--- src/rtl/jim_bus_master.sv ---
// jim_bus_master
//   Initiator end of the BBC 1MHz bus. It turns one host command at a time
//   into bus cycles: a select write to &FCFF, a page write to &FCFE, then the
//   data access in page &FD. A control command instead makes a single access
//   to &FCA0. Every bus cycle occupies one slot of CLK_DIV clk50 cycles.
//
// Parameters
//   CLK_DIV : clk50 cycles per bus slot (even, >= 8)
//   SEL_ID  : value placed in bits [7:3] of every &FCFF write
//
// Build option
//   JIM_PAGE_CACHE_EN : remember the last select/page values written and skip
//                       the &FCFF / &FCFE writes when they would not change.
//
// Ports
//   clk50, rst                 : system clock, synchronous active-high reset
//   cmd_valid / cmd_ready      : command handshake (ready only while idle)
//   cmd_rnw, cmd_ctrl          : read/not-write, control-register select
//   cmd_addr, cmd_wdata        : 19-bit RAM address, write data
//   rsp_valid, rsp_rdata       : one-cycle completion pulse, read data
//   clke, rnw, pgfc_n, pgfd_n  : 1MHz bus clock and strobes
//   bus_addr                   : bus address low byte
//   bus_data_out, bus_data_oe  : write data and its drive enable
//   bus_data_in                : read data from the bus
module jim_bus_master #(
  parameter int         CLK_DIV = 50,
  parameter logic [4:0] SEL_ID  = 5'b11001
) (
  input  logic        clk50,
  input  logic        rst,
  input  logic        cmd_valid,
  output logic        cmd_ready,
  input  logic        cmd_rnw,
  input  logic        cmd_ctrl,
  input  logic [18:0] cmd_addr,
  input  logic [7:0]  cmd_wdata,
  output logic        rsp_valid,
  output logic [7:0]  rsp_rdata,
  output logic        clke,
  output logic        rnw,
  output logic        pgfc_n,
  output logic        pgfd_n,
  output logic [7:0]  bus_addr,
  output logic [7:0]  bus_data_out,
  output logic        bus_data_oe,
  input  logic [7:0]  bus_data_in
);

  localparam int              PH_W      = $clog2(CLK_DIV);
  localparam logic [PH_W-1:0] PH_LAST   = PH_W'(CLK_DIV - 1);
  localparam logic [PH_W-1:0] PH_HALF   = PH_W'(CLK_DIV / 2);
  // Bus signals are reloaded on the edge that moves ph from 1 to 2, which
  // gives two clk50 cycles of hold after clke falls.
  localparam logic [PH_W-1:0] PH_LAUNCH = PH_W'(1);

  typedef enum logic [1:0] {
    ST_IDLE,
    ST_SEL,
    ST_PAGE,
    ST_ACCESS
  } state_t;

  state_t          state;
  logic [PH_W-1:0] ph;
  logic [PH_W-1:0] ph_next;
  logic            launch;
  logic            slot_end;
  logic            slot_live;

  logic            req_rnw;
  logic            req_ctrl;
  logic [18:0]     req_addr;
  logic [7:0]      req_wdata;

  logic            nx_fc_n;
  logic            nx_fd_n;
  logic            nx_rnw;
  logic [7:0]      nx_addr;
  logic [7:0]      nx_data;
  logic            nx_oe;

`ifdef JIM_PAGE_CACHE_EN
  logic            cache_valid;
  logic [2:0]      cache_hi;
  logic [7:0]      cache_mid;
  logic            req_skip_page;
  logic            hit_hi;
  logic            hit_mid;

  assign hit_hi  = cache_valid && (cache_hi == cmd_addr[18:16]);
  assign hit_mid = cache_valid && (cache_mid == cmd_addr[15:8]);
`endif

  always_comb begin
    ph_next = (ph == PH_LAST) ? '0 : ph + PH_W'(1);
  end

  assign launch   = (ph == PH_LAUNCH);
  // Last clock of clke high: the clke falling edge samples read data.
  assign slot_end = (ph == PH_LAST);

  // Free-running slot phase; clke is registered from the next phase so it
  // is glitch-free and falls exactly when ph wraps to 0.
  always_ff @(posedge clk50) begin
    if (rst) begin
      ph   <= '0;
      clke <= 1'b0;
    end else begin
      ph   <= ph_next;
      clke <= (ph_next >= PH_HALF);
    end
  end

  // Bus values for the slot the current state is about to occupy.
  always_comb begin
    nx_fc_n = 1'b1;
    nx_fd_n = 1'b1;
    nx_rnw  = 1'b1;
    nx_addr = 8'hFF;
    nx_data = 8'h00;
    nx_oe   = 1'b0;
    case (state)
      ST_SEL: begin
        nx_fc_n = 1'b0;
        nx_rnw  = 1'b0;
        nx_addr = 8'hFF;
        nx_data = {SEL_ID, req_addr[18:16]};
        nx_oe   = 1'b1;
      end
      ST_PAGE: begin
        nx_fc_n = 1'b0;
        nx_rnw  = 1'b0;
        nx_addr = 8'hFE;
        nx_data = req_addr[15:8];
        nx_oe   = 1'b1;
      end
      ST_ACCESS: begin
        if (req_ctrl) begin
          nx_fc_n = 1'b0;
          nx_addr = 8'hA0;
        end else begin
          nx_fd_n = 1'b0;
          nx_addr = req_addr[7:0];
        end
        nx_rnw = req_rnw;
        if (!req_rnw) begin
          nx_data = req_wdata;
          nx_oe   = 1'b1;
        end
      end
      default: begin
        nx_fc_n = 1'b1;
      end
    endcase
  end

  // Bus outputs only change at the launch point of a slot.
  always_ff @(posedge clk50) begin
    if (rst) begin
      pgfc_n       <= 1'b1;
      pgfd_n       <= 1'b1;
      rnw          <= 1'b1;
      bus_addr     <= 8'hFF;
      bus_data_out <= 8'h00;
      bus_data_oe  <= 1'b0;
    end else if (launch) begin
      pgfc_n       <= nx_fc_n;
      pgfd_n       <= nx_fd_n;
      rnw          <= nx_rnw;
      bus_addr     <= nx_addr;
      bus_data_out <= nx_data;
      bus_data_oe  <= nx_oe;
    end
  end

  // Command sequencer. slot_live marks that the current state's slot has
  // actually been launched, so a command accepted late in a slot waits for
  // the next launch rather than ending at the first slot_end it sees.
  always_ff @(posedge clk50) begin
    if (rst) begin
      state     <= ST_IDLE;
      slot_live <= 1'b0;
      cmd_ready <= 1'b1;
      rsp_valid <= 1'b0;
      rsp_rdata <= 8'h00;
      req_rnw   <= 1'b1;
      req_ctrl  <= 1'b0;
      req_addr  <= '0;
      req_wdata <= 8'h00;
`ifdef JIM_PAGE_CACHE_EN
      cache_valid   <= 1'b0;
      cache_hi      <= 3'b000;
      cache_mid     <= 8'h00;
      req_skip_page <= 1'b0;
`endif
    end else begin
      rsp_valid <= 1'b0;
      if (launch && (state != ST_IDLE)) begin
        slot_live <= 1'b1;
      end
      case (state)
        ST_IDLE: begin
          if (cmd_valid && cmd_ready) begin
            cmd_ready <= 1'b0;
            slot_live <= 1'b0;
            req_rnw   <= cmd_rnw;
            req_ctrl  <= cmd_ctrl;
            req_addr  <= cmd_addr;
            req_wdata <= cmd_wdata;
`ifdef JIM_PAGE_CACHE_EN
            req_skip_page <= hit_mid;
            if (cmd_ctrl) begin
              state <= ST_ACCESS;
            end else if (!hit_hi) begin
              state <= ST_SEL;
            end else if (!hit_mid) begin
              state <= ST_PAGE;
            end else begin
              state <= ST_ACCESS;
            end
`else
            state <= cmd_ctrl ? ST_ACCESS : ST_SEL;
`endif
          end
        end
        ST_SEL: begin
          if (slot_live && slot_end) begin
            slot_live <= 1'b0;
`ifdef JIM_PAGE_CACHE_EN
            cache_hi <= req_addr[18:16];
            state    <= req_skip_page ? ST_ACCESS : ST_PAGE;
`else
            state    <= ST_PAGE;
`endif
          end
        end
        ST_PAGE: begin
          if (slot_live && slot_end) begin
            slot_live <= 1'b0;
            state     <= ST_ACCESS;
`ifdef JIM_PAGE_CACHE_EN
            // Both halves are current once a page write lands, because a
            // select write (if needed) always precedes it.
            cache_mid   <= req_addr[15:8];
            cache_valid <= 1'b1;
`endif
          end
        end
        ST_ACCESS: begin
          if (slot_live && slot_end) begin
            slot_live <= 1'b0;
            state     <= ST_IDLE;
            cmd_ready <= 1'b1;
            rsp_valid <= 1'b1;
            rsp_rdata <= req_rnw ? bus_data_in : 8'h00;
`ifdef JIM_PAGE_CACHE_EN
            // A control write may reset the paging logic on the far side.
            if (req_ctrl && !req_rnw) begin
              cache_valid <= 1'b0;
            end
`endif
          end
        end
        default: begin
          state <= ST_IDLE;
        end
      endcase
    end
  end

endmodule

--- config.mk ---
export PLATFORM = sky130hd
export DESIGN_NAME = jim_bus_master
export DESIGN_NICKNAME = d
export VERILOG_FILES = /design/src/rtl/jim_bus_master.sv
export SDC_FILE = /design/constraint.sdc
export NUM_CORES = 1
export LEC_CHECK = 0
export CAP_MARGIN = 30
export CORE_MARGIN = 1.5
export CORE_UTILIZATION = 65
export DETAILED_ROUTE_END_ITERATION = 6
export DONT_BUFFER_PORTS = 1
export HOLD_SLACK_MARGIN = 0.05
export PLACE_DENSITY_LB_ADDON = 0.3
export SYNTH_ARGS = -nofsm -noshare
export SYNTH_HDL_FRONTEND = slang
export SYNTH_SLANG_ARGS = --single-unit
--- constraint.sdc ---
create_clock -name clk50 -period 4.5 [get_ports clk50]
set_clock_uncertainty 0.2 [all_clocks]
set_input_delay 0.675 -clock clk50 [delete_from_list [all_inputs] [get_ports clk50]]
set_output_delay 0.675 -clock clk50 [all_outputs]
set_load 0.01 [all_outputs]
==> flow_metrics.env <==
export IMPL_outcome="complete, no violations"
export IMPL_final_common_cell="nand2_1"
export IMPL_overflow=0
export IMPL_place_area_um2=2790
export IMPL_dp_hpwl_um=3960
export IMPL_synth_edf_count=0
export IMPL_grt_start_max_net_pins=66
export IMPL_syn_inst=342
export IMPL_wirelength_um=6110
export IMPL_criticalPathCategory="reg2reg"
export IMPL_cp_data_arrival_time_ps=2810
export IMPL_rsz0062_at_grt="no"
export IMPL_cts_sinks=69
export IMPL_clk_root_buffer_cell="clkbuf_8"
export IMPL_place_port_buffers=0
export IMPL_fmax_mhz=366
export IMPL_drive_gt1_frac=0.0509
export IMPL_ios=71
export IMPL_viasPerCell=6.06
export IMPL_avgSynthCellArea_um2=8.21
export IMPL_period_needed_ps=2730
export IMPL_antenna_cells=0
export IMPL_maxSlewViolCount=0
export IMPL_start_kind="flop"
export IMPL_dp_worst_setup_slack_ps=1810
export IMPL_synth_seq_cells=69
export IMPL_synth_top_cell_area_share=0.492
export IMPL_cts_made_buffers=9
export IMPL_gr_usage_all_layers=0.271
export IMPL_clk_pin_slew_ps=70
export IMPL_layout_common_cells="nand2_1, dfxtp_1, a21oi_1, nor2_1, nand3_1"
export IMPL_wl_per_cell_um=15.9
export IMPL_placeableCoreArea_um2=4090
export IMPL_die_area_um2=4720
export IMPL_start_util=0.687
export IMPL_final_area_um2=3040
export IMPL_ant_nets=0
export IMPL_synth_distinct_cells=41
export IMPL_nets=376
export IMPL_yosysTopAreaCell="dfxtp_1"
export IMPL_min_path_type="in2reg"
export IMPL_cp_max_fo=37
export IMPL_slew_headroom=0.308
export IMPL_area_delta_synth_final_pct=8.47
export IMPL_tightest_slew_ps=1040
export IMPL_max_vdd_ir_drop_mv=0.310
export IMPL_finalCritPeriodShare=0.608
export IMPL_die_h_um=68.7
export IMPL_syn_nets=389
export IMPL_rows=23
export IMPL_vias=2328
export IMPL_antenna_found_initial=0
export IMPL_required_ps=4580
export IMPL_die_w_um=68.7
export IMPL_setup_tns_ps=0
export IMPL_drt_pass1_iter_count=7
export IMPL_seq_area_frac_synth=0.492
export IMPL_cts_tree="done"
export IMPL_power_density_nw_per_um2=558
export IMPL_ys_warn_count=0
export IMPL_ctsHoldBuffers=0
export IMPL_cts_buffer_depth=2
export IMPL_cts_resized=0
export IMPL_syn_cell_area_um2=2810
export IMPL_setup_slack_ps=1770
export IMPL_postSynth_asyncResetShare=0
export IMPL_grt_pass1_vias=1995
export IMPL_leakage_nw=1.10
export IMPL_drt_iter0_drc=231
export IMPL_max_cap_violations=0
export IMPL_synth_top_cells_by_area="dfxtp_1, nand2_1, a21oi_1, nor2_1, ha_1"
export IMPL_insertion_delay_ps=350
export IMPL_drc_errors=0
export IMPL_gp_congestion=0.813
export IMPL_hold_viol=0
export IMPL_setup_viol=0
export IMPL_post_cts_setup_buffers=0
export IMPL_cp_end_kind="flop"
export IMPL_cts_max_level=3
export IMPL_grt_pass1_wl_um=9200
export IMPL_ys_flop_type="dfxtp_1"
## routing by layer
layer | track usage | vias up | wire (um)
met1 | 0.381 | 1067 | 2750
li1 | - | 1144 | -
met5 | 0 | - | 0
met3 | 0.0698 | 18 | 483
met2 | 0.377 | 99 | 2710
met4 | 0.150 | 0 | 161
## where the power goes
| part | internal [mW] | total (mW) | leakage [nW] | switching, mW |
|---|---|---|---|---|
| clock | 0.399 | 0.630 | 0.126 | 0.231 |
| sequential | 0.683 | 0.750 | 0.563 | 0.0666 |
| combinational | 0.118 | 0.319 | 0.414 | 0.201 |
| total | 1.20 | 1.70 | 1.10 | 0.498 |
## cells by family (layout without fill, tap and decap cells)
group / Yosys count / after routing / synth area share
and+or+nand+nor: 146 / 146 / 0.228
buffers and inverters: 31 / 23 / 0.0473
AOI/OAI and AO/OA: 84 / 84 / 0.185
adders and majority gates: 7 / 7 / 0.0312
muxes: 1 / 1 / 0.00357
xor gates and xnor gates: 4 / 4 / 0.0125
DFF: 69 / 69 / 0.492
## stage by stage
stage,hold WS [ps],std cells,utilization,power [mW]
2_1_floorplan,236,342,-,0.998
3_3_place_gp,236,367,0.675,1.04
3_5_place_dp,240,368,0.682,1.07
4_1_cts,183,384,0.745,1.70
5_1_grt,192,384,0.745,1.78
6_report,196,384,0.745,1.70
## cell usage after synthesis, types with 4 or more instances
cell type	instances
a211o_1	8
a21oi_1	53
clkbuf_1	21
dfxtp_1	69
ha_1	7
inv_1	6
nand2_1	81
nand3_1	12
nor2_1	25
o21bai_1	4
or3_1	11
## registers in the layout, summed over array words and instances (netlist names), 2 cells and up
name          flops
bus_addr          8
rsp_rdata         8
ph                6
state             2
req_addr         19
req_wdata         8
bus_data_out      8
## worst max-delay path: stages, from the launching register on
cell and delay [ps]:
dfxtp_1 420, ha_1 170, or3b_1 450, or3_1 770, or3_1 520, a21oi_1 150
## cell type report
type                            count  area, um2
Sequential cell                    69       1380
Clock buffer                       11        151
Clock inverter                      5        106
Inverter                            6       22.5
Tap cell                           50       62.6
Multi-Input combinational cell    242       1290
Fill cell                         306       1040
Timing Repair Buffer                1       27.5
## path summary, 6_finish.rpt
path | from | endpoint | slack, ps | depth (start not counted)
max | ph[0]$_SDFF_PP0_ | bus_data_oe$_SDFFE_PP0P_ | 1770 | 5
min | rst | rsp_rdata[7]$_SDFFE_PP0P_ | 200 | 1
max reg2reg | ph[0]$_SDFF_PP0_ | bus_data_oe$_SDFFE_PP0P_ | 1770 | 5
min reg2reg | req_wdata[5]$_SDFFE_PP0P_ | req_wdata[5]$_SDFFE_PP0P_ | 250 | 2
No activity file was read; power rests on OpenSTA's default activity.
